===== config.mk =====
export PLATFORM = sky130hd
export DESIGN_NAME = jpeg_idct_row_serialiser_flat
export DESIGN_NICKNAME = d
export VERILOG_FILES = /design/src/rtl/jpeg_idct_pkg.sv /design/src/rtl/jpeg_idct_row_serialiser_if.sv /design/src/rtl/jpeg_idct_beat_fifo.sv /design/src/rtl/jpeg_idct_row_serialiser.sv /design/src/flat_wrapper.sv
export SDC_FILE = /design/constraint.sdc
export NUM_CORES = 1
export LEC_CHECK = 0
export ABC_AREA = 1
export ABC_CLOCK_PERIOD_IN_PS = 9050
export CAP_MARGIN = 5
export CORE_ASPECT_RATIO = 1.2
export CORE_MARGIN = 4
export CORE_UTILIZATION = 50
export DETAILED_ROUTE_END_ITERATION = 10
export PLACE_DENSITY = 0.85
export SLEW_MARGIN = 15
export SYNTH_ARGS = -nofsm -noshare
export SYNTH_HDL_FRONTEND = slang
export SYNTH_SLANG_ARGS = --single-unit

===== constraint.sdc =====
create_clock -name clk_i -period 9.05 [get_ports clk_i]
set_input_delay 0.905 -clock clk_i [delete_from_list [all_inputs] [get_ports clk_i]]
set_output_delay 0.905 -clock clk_i [all_outputs]
set_load 0.01 [all_outputs]

===== src/rtl/jpeg_idct_pkg.sv =====
// ----------------------------------------------------------------------------
// jpeg_idct_pkg
//   Constants shared by the IDCT row serialiser and the transpose buffer.
//   A coefficient index is {lane[1:0], beat[3:0]}: the lane picks the buffer
//   bank and the beat picks the address inside that bank.
// ----------------------------------------------------------------------------
package jpeg_idct_pkg;

  localparam int JPEG_IDX_W  = 6;
  localparam int JPEG_BEAT_W = 4;
  localparam int JPEG_LANES  = 4;
  localparam int JPEG_LANE_W = JPEG_IDX_W - JPEG_BEAT_W;

  localparam logic [JPEG_IDX_W-1:0] LAST_IDX = 6'd63;

  // Bank/address tag for one coefficient word.
  function automatic logic [JPEG_IDX_W-1:0] jpeg_coef_idx(
    input logic [JPEG_LANE_W-1:0] lane,
    input logic [JPEG_BEAT_W-1:0] beat
  );
    return {lane, beat};
  endfunction

endpackage


===== src/rtl/jpeg_idct_row_serialiser_if.sv =====
// ----------------------------------------------------------------------------
// jpeg_idct_row_serialiser_if
//   Bundles the serialiser's two handshake buses:
//     inport  : 4-lane row-pass beat (valid/accept, 4 x DATA_W data, 4b beat idx)
//     outport : 1 x DATA_W word tagged with a 6b coefficient idx (valid/accept)
//   slave  - the serialiser (consumes inport, produces outport)
//   master - the environment (row datapath upstream, transpose buffer downstream)
// ----------------------------------------------------------------------------
interface jpeg_idct_row_serialiser_if #(
  parameter int DATA_W = 32
);

  logic                                  inport_valid_i;
  logic [DATA_W-1:0]                     inport_data0_i;
  logic [DATA_W-1:0]                     inport_data1_i;
  logic [DATA_W-1:0]                     inport_data2_i;
  logic [DATA_W-1:0]                     inport_data3_i;
  logic [jpeg_idct_pkg::JPEG_BEAT_W-1:0] inport_idx_i;
  logic                                  inport_accept_o;

  logic                                  outport_valid_o;
  logic [DATA_W-1:0]                     outport_data_o;
  logic [jpeg_idct_pkg::JPEG_IDX_W-1:0]  outport_idx_o;
  logic                                  outport_accept_i;

  modport slave (
    input  inport_valid_i, inport_data0_i, inport_data1_i, inport_data2_i,
           inport_data3_i, inport_idx_i, outport_accept_i,
    output inport_accept_o, outport_valid_o, outport_data_o, outport_idx_o
  );

  modport master (
    output inport_valid_i, inport_data0_i, inport_data1_i, inport_data2_i,
           inport_data3_i, inport_idx_i, outport_accept_i,
    input  inport_accept_o, outport_valid_o, outport_data_o, outport_idx_o
  );

endinterface


===== src/rtl/jpeg_idct_beat_fifo.sv =====
// ----------------------------------------------------------------------------
// jpeg_idct_beat_fifo
//   Small synchronous FIFO holding whole row-pass beats.
//   Ports:
//     clk_i, rst_ni  clock / asynchronous active-low reset
//     clr_i          synchronous flush (pointers and count to zero)
//     push_i, din_i  write one entry (ignored when full)
//     pop_i, dout_o  drop the head entry (ignored when empty); dout_o is head
//     full_o,empty_o occupancy flags, both from registered count only
// ----------------------------------------------------------------------------
module jpeg_idct_beat_fifo #(
  parameter int WIDTH = 132,
  parameter int DEPTH = 2
) (
  input  logic             clk_i,
  input  logic             rst_ni,
  input  logic             clr_i,
  input  logic             push_i,
  input  logic             pop_i,
  input  logic [WIDTH-1:0] din_i,
  output logic [WIDTH-1:0] dout_o,
  output logic             full_o,
  output logic             empty_o
);

  localparam int PTR_W = $clog2(DEPTH);
  localparam int CNT_W = PTR_W + 1;

  logic [WIDTH-1:0] r_mem [DEPTH];
  logic [PTR_W-1:0] r_wr_ptr;
  logic [PTR_W-1:0] r_rd_ptr;
  logic [CNT_W-1:0] r_count;

  logic w_push;
  logic w_pop;

  assign w_push = push_i && !full_o;
  assign w_pop  = pop_i && !empty_o;

  // Pointers wrap naturally because DEPTH is a power of two.
  // NOTE: sequential state uses non-blocking assignments so every flop samples
  // pre-edge values regardless of block ordering.
  always_ff @(posedge clk_i or negedge rst_ni) begin
    if (!rst_ni) begin
      r_wr_ptr <= '0;
      r_rd_ptr <= '0;
      r_count  <= '0;
    end else if (clr_i) begin
      r_wr_ptr <= '0;
      r_rd_ptr <= '0;
      r_count  <= '0;
    end else begin
      if (w_push) r_wr_ptr <= r_wr_ptr + 1'b1;
      if (w_pop)  r_rd_ptr <= r_rd_ptr + 1'b1;
      case ({w_push, w_pop})
        2'b10:   r_count <= r_count + 1'b1;
        2'b01:   r_count <= r_count - 1'b1;
        default: r_count <= r_count;
      endcase
    end
  end

  // NOTE: storage is deliberately not reset; an entry is only observed once
  // the count says it was written, so resetting it would only cost flops.
  always_ff @(posedge clk_i) begin
    if (w_push && !clr_i) r_mem[r_wr_ptr] <= din_i;
  end

  assign dout_o  = r_mem[r_rd_ptr];
  assign full_o  = (r_count == CNT_W'(DEPTH));
  assign empty_o = (r_count == '0);

endmodule


===== src/rtl/jpeg_idct_row_serialiser.sv =====
// ----------------------------------------------------------------------------
// jpeg_idct_row_serialiser
//   Write-side feeder for the IDCT transpose buffer. Buffers 4-lane row-pass
//   beats and replays each as four 1-word transfers tagged {lane, beat}, in
//   lane order 0..3, so beat b yields idx b, 16+b, 32+b, 48+b.
//   Ports:
//     clk_i, rst_ni  clock / asynchronous active-low reset
//     img_start_i    synchronous clear of all state, highest priority
//     bus (slave)    inport beat handshake and outport word handshake
//     block_done_o   registered pulse after the idx 63 word transfers
//     seq_err_o      sticky flag: an accepted beat was not the expected one
// ----------------------------------------------------------------------------
module jpeg_idct_row_serialiser
  import jpeg_idct_pkg::*;
#(
  parameter int DATA_W     = 32,
  parameter int FIFO_DEPTH = 2
) (
  input  logic                        clk_i,
  input  logic                        rst_ni,
  input  logic                        img_start_i,
  jpeg_idct_row_serialiser_if.slave   bus,
  output logic                        block_done_o,
  output logic                        seq_err_o
);

  localparam int ENTRY_W = JPEG_LANES * DATA_W + JPEG_BEAT_W;

  logic [ENTRY_W-1:0]     w_entry;
  logic [ENTRY_W-1:0]     w_head;
  logic [DATA_W-1:0]      w_lanes [JPEG_LANES];
  logic [JPEG_BEAT_W-1:0] w_head_beat;
  logic                   w_full;
  logic                   w_empty;
  logic                   w_push;
  logic                   w_xfer;
  logic                   w_pop;

  logic [JPEG_LANE_W-1:0] r_lane;
  logic [JPEG_BEAT_W-1:0] r_exp_beat;
  logic                   r_seq_err;
  logic                   r_done;

  // Entry layout: {lane3, lane2, lane1, lane0, beat}.
  assign w_entry = {bus.inport_data3_i, bus.inport_data2_i,
                    bus.inport_data1_i, bus.inport_data0_i, bus.inport_idx_i};

  // Accept depends only on registered occupancy, so it never sees the
  // downstream accept combinationally; a pop from full frees space next cycle.
  assign bus.inport_accept_o = !w_full && !img_start_i;
  assign w_push              = bus.inport_valid_i && bus.inport_accept_o;

  assign w_xfer = bus.outport_valid_o && bus.outport_accept_i && !img_start_i;
  assign w_pop  = w_xfer && (r_lane == JPEG_LANE_W'(JPEG_LANES - 1));

  jpeg_idct_beat_fifo #(
    .WIDTH (ENTRY_W),
    .DEPTH (FIFO_DEPTH)
  ) u_fifo (
    .clk_i   (clk_i),
    .rst_ni  (rst_ni),
    .clr_i   (img_start_i),
    .push_i  (w_push),
    .pop_i   (w_pop),
    .din_i   (w_entry),
    .dout_o  (w_head),
    .full_o  (w_full),
    .empty_o (w_empty)
  );

  assign w_head_beat = w_head[JPEG_BEAT_W-1:0];

  for (genvar k = 0; k < JPEG_LANES; k++) begin : g_lane
    assign w_lanes[k] = w_head[JPEG_BEAT_W + k*DATA_W +: DATA_W];
  end

  // Data and idx are forced to zero when idle so the bus never shows stale
  // (possibly uninitialised) buffer contents.
  assign bus.outport_valid_o = !w_empty;
  assign bus.outport_data_o  = bus.outport_valid_o ? w_lanes[r_lane] : '0;
  assign bus.outport_idx_o   = bus.outport_valid_o ? jpeg_coef_idx(r_lane, w_head_beat) : '0;

  // Lane counter: advances on every transfer, wraps to 0 as the head pops.
  always_ff @(posedge clk_i or negedge rst_ni) begin
    if (!rst_ni) begin
      r_lane <= '0;
    end else if (img_start_i) begin
      r_lane <= '0;
    end else if (w_xfer) begin
      r_lane <= r_lane + 1'b1;
    end
  end

  // Sequence checker: flags a mismatch but resyncs to whatever arrived, so
  // one dropped beat produces one error instead of a cascade.
  always_ff @(posedge clk_i or negedge rst_ni) begin
    if (!rst_ni) begin
      r_exp_beat <= '0;
      r_seq_err  <= 1'b0;
    end else if (img_start_i) begin
      r_exp_beat <= '0;
      r_seq_err  <= 1'b0;
    end else if (w_push) begin
      if (bus.inport_idx_i != r_exp_beat) r_seq_err <= 1'b1;
      r_exp_beat <= bus.inport_idx_i + 1'b1;
    end
  end

  always_ff @(posedge clk_i or negedge rst_ni) begin
    if (!rst_ni) begin
      r_done <= 1'b0;
    end else if (img_start_i) begin
      r_done <= 1'b0;
    end else begin
      r_done <= w_xfer && (bus.outport_idx_o == LAST_IDX);
    end
  end

  assign block_done_o = r_done;
  assign seq_err_o    = r_seq_err;

endmodule


===== src/flat_wrapper.sv =====
// flat-port wrapper written by rule: the top's interface ports become plain ports
module jpeg_idct_row_serialiser_flat import jpeg_idct_pkg::*;
#(
  parameter int DATA_W     = 32,
  parameter int FIFO_DEPTH = 2
)
  (clk_i, rst_ni, img_start_i, block_done_o, seq_err_o, bus_inport_valid_i, bus_inport_data0_i, bus_inport_data1_i, bus_inport_data2_i, bus_inport_data3_i, bus_inport_idx_i, bus_outport_accept_i, bus_inport_accept_o, bus_outport_valid_o, bus_outport_data_o, bus_outport_idx_o);
  jpeg_idct_row_serialiser_if #(.DATA_W(DATA_W)) bus_i ();
  input  logic clk_i;
  input  logic rst_ni;
  input  logic img_start_i;
  output logic block_done_o;
  output logic seq_err_o;
  input wire logic [$bits(bus_i.inport_valid_i)-1:0] bus_inport_valid_i;
  input wire logic [$bits(bus_i.inport_data0_i)-1:0] bus_inport_data0_i;
  input wire logic [$bits(bus_i.inport_data1_i)-1:0] bus_inport_data1_i;
  input wire logic [$bits(bus_i.inport_data2_i)-1:0] bus_inport_data2_i;
  input wire logic [$bits(bus_i.inport_data3_i)-1:0] bus_inport_data3_i;
  input wire logic [$bits(bus_i.inport_idx_i)-1:0] bus_inport_idx_i;
  input wire logic [$bits(bus_i.outport_accept_i)-1:0] bus_outport_accept_i;
  output wire logic [$bits(bus_i.inport_accept_o)-1:0] bus_inport_accept_o;
  output wire logic [$bits(bus_i.outport_valid_o)-1:0] bus_outport_valid_o;
  output wire logic [$bits(bus_i.outport_data_o)-1:0] bus_outport_data_o;
  output wire logic [$bits(bus_i.outport_idx_o)-1:0] bus_outport_idx_o;
  assign bus_i.inport_valid_i = bus_inport_valid_i;
  assign bus_i.inport_data0_i = bus_inport_data0_i;
  assign bus_i.inport_data1_i = bus_inport_data1_i;
  assign bus_i.inport_data2_i = bus_inport_data2_i;
  assign bus_i.inport_data3_i = bus_inport_data3_i;
  assign bus_i.inport_idx_i = bus_inport_idx_i;
  assign bus_i.outport_accept_i = bus_outport_accept_i;
  assign bus_inport_accept_o = bus_i.inport_accept_o;
  assign bus_outport_valid_o = bus_i.outport_valid_o;
  assign bus_outport_data_o = bus_i.outport_data_o;
  assign bus_outport_idx_o = bus_i.outport_idx_o;
  jpeg_idct_row_serialiser #(.DATA_W(DATA_W), .FIFO_DEPTH(FIFO_DEPTH)) u_core (.clk_i(clk_i), .rst_ni(rst_ni), .img_start_i(img_start_i), .bus(bus_i), .block_done_o(block_done_o), .seq_err_o(seq_err_o));
endmodule

==> results.yml, run 1 <==
place:
  hpwl_um: 14400
  placement.io_buffers: 178
  place_area_um2: 12900
  globalplace.congestion: 0.842
  dp.cells: 1246
die:
  chipHeight_um: 170
  start_util_pct: 50.7
  core_um2: 21600
  die_w_um: 143
  fp.dieArea_um2: 24400
  ios: 179
  rows: 59
worst_setup_path:
  worstPathRequired_ps: 8150
  start_kind: "register"
  crit_fanout: 66
  r2r_setup_slack_ps: 6260
  reg2reg_to: "u_core.u_fifo.r_mem[0][127]"
  r2r-start: "u_core.u_fifo.r_count[0]"
  cp-end-kind: "output port"
  crit_arrival_ps: 3470
  crit_path_start: "u_core.r_lane[0]"
  endpoint: "bus_outport_data_o[30]"
  r2r.worst_path.cells: 6
  path_class: "register to output port"
route:
  post_drt_wl_per_cell_um: 18.6
  drt-initial-drc-count: 556
  ant_nets: 0
  wirelength_um: 24000
  vias_per_cell: 5.50
  drc: 0
  vias: 7116
  drtPass1Iterations: 5
synthesis:
  avgSynthCellArea_um2: 13.1
  ys.flop_type: "edfxtp_1"
  async_flop_share_pct: 4.35
  synth_edf_count: 264
  syn_inst: 838
  synthTopCellsByArea: "edfxtp_1 (72%), o21ai_0 (5.1%), nor2_1 (4.7%), o22ai_1 (3.6%), nand2_1 (3.0%)"
  ys_seq_area_share_pct: 75.0
  ys_types: 34
  yosysTopAreaCellShare_pct: 72.2
  yosysWarnings: 0
  syn_nets: 977
  synth.ff_latch_count: 276
  synth_top_area_cell: "edfxtp_1"
  synth_area_um2: 11000
clock_network:
  post_cts_buffers: 0
  cts.path.max_buffers: 3
  clock-sinks: 276
  hold_buffers: 0
  cts_tree: "done"
  clkSlewWorstSetupHoldPaths_ps: 60
  numCtsBuffers: 26
  cts-resized-gates: 0
  h-tree-depth: 1
  insertion_delay_ps: 510
  cts-root-buf: "clkbuf_16"
grt:
  grt_overflow_total: 0
  grt_pass1_wl_um: 37000
  grt_pass1_vias: 7167
  grt_util_all_layers_pct: 19.2
  antenna_found_initial: 0
  grt_max_degree: 133
timing:
  skew_ps: 5.58
  period_needed_ps: 4370
  hold_viol_final: 0
  fin_crit_sh_pct: 48.3
  fmax_mhz: 229
  fin_tns_setup_ps: 0
  grt_setup_unrepaired: "no"
  slew_headroom_pct: 31.0
  max_slew.worst_pin.slew_ps: 1030
  setup_viol: 0
  holdWs_ps: 513
  slew_viol_final: 0
power_and_ir_drop:
  p_per_area_nw_per_um2: 209
  power_leakage_nw: 4.76
  vdd_drop_max_mv: 0.169
  fin_total_pwr_mw: 2.86
layout:
  area_delta_synth_final_pct: 24.4
  fillers: 1596
  final_cell_mix: "edfxtp_1 (264), clkdlybuf4s50_1 (178), nor2_1 (135), o21ai_0 (111), nand2_1 (87)"
  drive_gt1_share_pct: 6.28
  final_common_cell: "edfxtp_1"
  fin_area_um2: 13700
  nets: 1139
  instances_no_fill: 1293
  n_antenna_cell: 0
flow_run:
  cap_violations: 0
outcome:
  status: "complete, no violations"
hold_path:
  hold_class: "register to register"
[area by class of cell]
cell class                      instances  area (µm²)  share of cell area (%)
Inverter                               21        83.8                   0.614
Clock buffer                           34         702                    5.14
Multi-Input combinational cell        488        2360                    17.3
Sequential cell                       276        8230                    60.3
Timing Repair Buffer                  187        1850                    13.5
Tap cell                              274         343                    2.51
Clock inverter                         13        88.8                   0.650
[critical path: stages, from the launching register on]
cell and delay, ps:
dfrtp_2 380, buf_4 360, inv_2 560, buf_4 470, o21ai_0 160, o22ai_1 180, nand3_1 100, nand2_1 150
clkdlybuf4s50_1 550
[cell families after synthesis]
logic type | Yosys count | synth area share, %
AND/OR/NAND/NOR | 276 | 10.5
XOR/XNOR | 6 | 0.479
multiplexers | 1 | 0.0912
flip-flops | 276 | 75.0
AO/OA/AOI/OAI | 203 | 10.0
adder cells (fa/ha/maj) | 2 | 0.228
buffers and inverters | 74 | 3.70
[metrics by stage]
stage / utilization [%] / setup WS [ps]
final: 63.1 / 4680
after global routing: 63.1 / 4430
after CTS: 63.1 / 4630
after detailed placement: 59.5 / 5170
after global placement: 59.5 / 5200
after floorplan: - / 1750
[flip-flops by register name (all words and copies together), names as in the netlist]
| register | count |
|---|---|
| u_core.u_fifo.r_mem | 264 |
| u_core.block_done_o | 1 |
| u_core.seq_err_o | 1 |
| u_core.r_lane | 2 |
| u_core.u_fifo.r_rd_ptr | 1 |
| u_core.r_exp_beat | 4 |
| u_core.u_fifo.r_count | 2 |
| u_core.u_fifo.r_wr_ptr | 1 |
[worst min-delay path by stage]
| stage | startpoint | end | slack [ps] | cells after the start |
|---|---|---|---|---|
| floorplan | u_core.r_exp_beat[3] | u_core.r_exp_beat[3] | 470 | 2 |
| global placement | u_core.r_exp_beat[3] | u_core.r_exp_beat[3] | 490 | 2 |
| detailed placement | u_core.r_exp_beat[3] | u_core.r_exp_beat[3] | 500 | 2 |
| CTS | u_core.r_exp_beat[3] | u_core.r_exp_beat[3] | 520 | 2 |
| global route | u_core.r_exp_beat[3] | u_core.r_exp_beat[3] | 570 | 2 |
| finish | u_core.r_exp_beat[3] | u_core.r_exp_beat[3] | 510 | 2 |
[power breakdown]
part | switching (mW) | leakage [nW] | internal [mW]
clock | 0.426 | 0.383 | 0.573
combinational | 0.201 | 1.80 | 0.165
sequential | 0.0168 | 2.58 | 1.48
total | 0.644 | 4.76 | 2.21
[metal layers]
layer / GRT usage (%) / part of all wire (%) / vias up
li1: - / - / 3383
met5: 0 / 0 / -
met4: 5.49 / 2.3 / 0
met2: 34.7 / 53 / 246
met1: 23.8 / 38 / 3448
met3: 3.43 / 7.0 / 39
[synthesized netlist by cell type (2+ instances only)]
library cell  number
inv_2              4
nand2_2            3
clkbuf_1          14
inv_1             16
buf_2             21
o22ai_1           64
nor2_1           137
or2_2              3
nand3_1           37
ha_1               2
buf_6             10
o21ai_1           23
nand2_1           87
edfxtp_1         264
o21ai_0          111
dfrtp_1           12
clkbuf_2           3
a21oi_1            3
xnor2_1            5
buf_4              5
(Power assumes the default switching activity.)
==> inputs of run 2 (changes only) <==
--- a/config.mk
+++ b/config.mk
@@ -6,7 +6,7 @@
 export NUM_CORES = 1
 export LEC_CHECK = 0
 export ABC_AREA = 1
-export ABC_CLOCK_PERIOD_IN_PS = 9050
+export ABC_CLOCK_PERIOD_IN_PS = 4150
 export CAP_MARGIN = 5
 export CORE_ASPECT_RATIO = 1.2
 export CORE_MARGIN = 4
==> constraint.sdc (replaced) <==
create_clock -name clk_i -period 4.15 [get_ports clk_i]
set_input_delay 0.415 -clock clk_i [delete_from_list [all_inputs] [get_ports clk_i]]
set_output_delay 0.415 -clock clk_i [all_outputs]
set_load 0.01 [all_outputs]
==> run 2 against run 1 <==
Sequential share of layout area fell by 0.20 points. Flip-flop and latch count did not move. Hold slack got worse by 260 ps. Combinational power rose by 120%. Count of clock-buffer cells in the layout did not move. First-iteration DRC count fell by 11%. Total power rose by 120%. Clock power rose by 130%. Final area rose by 0.34%. Utilization rose by 0.21 points. Global-route usage rose by 0.73 points. Register-to-register slack got worse by 4300 ps. Largest cell class unchanged. Largest power group unchanged.
==> results.yml, run 2 (synthesized netlist as in run 1, its figures left out) <==
clock_network:
  post_cts_buffers: 0
  clock-sinks: 276
  cts-root-buf: "clkbuf_16"
  hold_buffers: 0
  cts.path.max_buffers: 3
  cts-resized-gates: 0
  h-tree-depth: 1
  cts_tree: "done"
  insertion_delay_ps: 520
  clkSlewWorstSetupHoldPaths_ps: 60
  numCtsBuffers: 26
worst_setup_path:
  max_stage_delay_ps: 690
  crit_arrival_ps: 3190
  crit_fanout: 132
  critPathSlowestCell: "inv_6"
  start_kind: "register"
  worstPathRequired_ps: 3730
  path_class: "register to output port"
  path_cells: "inv_6, o21ai_0, o22ai_1, nand3_1, nand2_1, clkdlybuf4s50_1"
  cp-end-kind: "output port"
  r2r_setup_slack_ps: 2010
layout:
  largest_reg_flops: 264
  area_delta_synth_final_pct: 24.8
  final_common_cell: "edfxtp_1"
  post-route-util_pct: 63.4
  regMostFlops: "u_core.u_fifo.r_mem"
  nets: 1140
  largest_registers: "u_core.u_fifo.r_mem: 264 flops, u_core.r_exp_beat: 4 flops"
  drive_gt1_share_pct: 6.27
  final_cell_mix: "edfxtp_1 (264), clkdlybuf4s50_1 (178), nor2_1 (135), o21ai_0 (111), nand2_1 (87)"
power_and_ir_drop:
  power_leakage_nw: 4.78
  vdd_drop_max_mv: 0.374
  p_per_area_nw_per_um2: 462
  fin_total_pwr_mw: 6.33
die:
  rows: 59
  fp.dieArea_um2: 24400
  start_util_pct: 50.7
  die_w_um: 143
  ios: 179
  chipHeight_um: 170
  core_um2: 21600
route:
  wirelength_um: 25100
  drc: 0
  vias_per_cell: 5.65
  vias: 7312
  drtPass1Iterations: 5
  ant_nets: 0
  drt-initial-drc-count: 497
  post_drt_wl_per_cell_um: 19.4
timing:
  max_slew.worst_pin.slew_ps: 957
  holdWs_ps: 254
  period_needed_ps: 3600
  grt_setup_unrepaired: "no"
  fmax_mhz: 278
  hold_viol_final: 0
  fin_tns_setup_ps: 0
  skew_ps: 9.07
  slew_viol_final: 0
  slew_headroom_pct: 36.2
  setup_viol: 0
  fin_crit_sh_pct: 86.8
grt:
  grt_util_all_layers_pct: 20.0
  grt_pass1_vias: 7532
  grt_overflow_total: 0
  grt_pass1_wl_um: 38000
  grt_max_degree: 133
  antenna_found_initial: 1
place:
  hpwl_um: 14900
  globalplace.congestion: 0.769
  placement.io_buffers: 178
flow_run:
  cap_violations: 0
outcome:
  status: "complete, no violations"
hold_path:
  hold_class: "primary input to asynchronous set/reset pin"
run 2: cell count changes in the layout (fill, tap and decap cells not counted):
cell | before | now
buf_12 | 0 | 1
clkinv_2 | 5 | 3
clkinv_1 | 5 | 6
diode_2 | 0 | 1
bufinv_16 | 1 | 2
run 2: power breakdown:
group / leakage [nW] / switching, mW / internal (mW)
logic: 1.81 / 0.451 / 0.363
registers: 2.58 / 0.0378 / 3.22
clock network: 0.391 / 0.945 / 1.31
total: 4.78 / 1.43 / 4.89
run 2: stage by stage:
stage,cells,instance area (µm²),setup WS (ps)
after floorplan,838,11000,1070
after global placement,1247,12900,1200
after detailed placement,1247,12900,1170
after CTS,1294,13700,595
after global routing,1295,13700,379
final,1295,13700,547
run 2: cell type report:
class	count	area, µm²
Clock inverter	13	113
Tap cell	274	343
Antenna cell	1	2.50
Sequential cell	276	8230
Timing Repair Buffer	188	1870
Fill cell	1568	7930
Inverter	21	83.8
Clock buffer	34	702
Multi-Input combinational cell	488	2360
run 2: worst max-delay path, delay by kind of cell (launching register included):
kind	cells	cell delay, ps
buf+inv	2	1230
compound gates	2	430
flops	1	670
simple gates	2	190
run 2: worst paths after layout:
check                                        endpoint  cells after the start              startpoint
min in group clk_i         u_core.u_fifo.r_mem[1][48]                      1  bus_inport_data1_i[12]
setup reg to reg                  u_core.block_done_o                      6  u_core.u_fifo.r_rd_ptr
setup / recovery               bus_outport_data_o[19]                      6  u_core.u_fifo.r_rd_ptr
hold reg to reg                  u_core.r_exp_beat[3]                      2    u_core.r_exp_beat[3]
max in group asynchronous      u_core.u_fifo.r_rd_ptr                      1                  rst_ni
hold / removal                   u_core.r_exp_beat[1]                      1                  rst_ni
run 2: layer usage:
| metal | share of wire (%) | up-vias | global-route usage (%) |
|---|---|---|---|
| met4 | 3.9 | 0 | 8.89 |
| met1 | 35 | 3519 | 23.6 |
| met3 | 7.9 | 64 | 3.18 |
| met2 | 53 | 346 | 35.9 |
| met5 | 0 | - | 0 |
| li1 | - | 3383 | - |
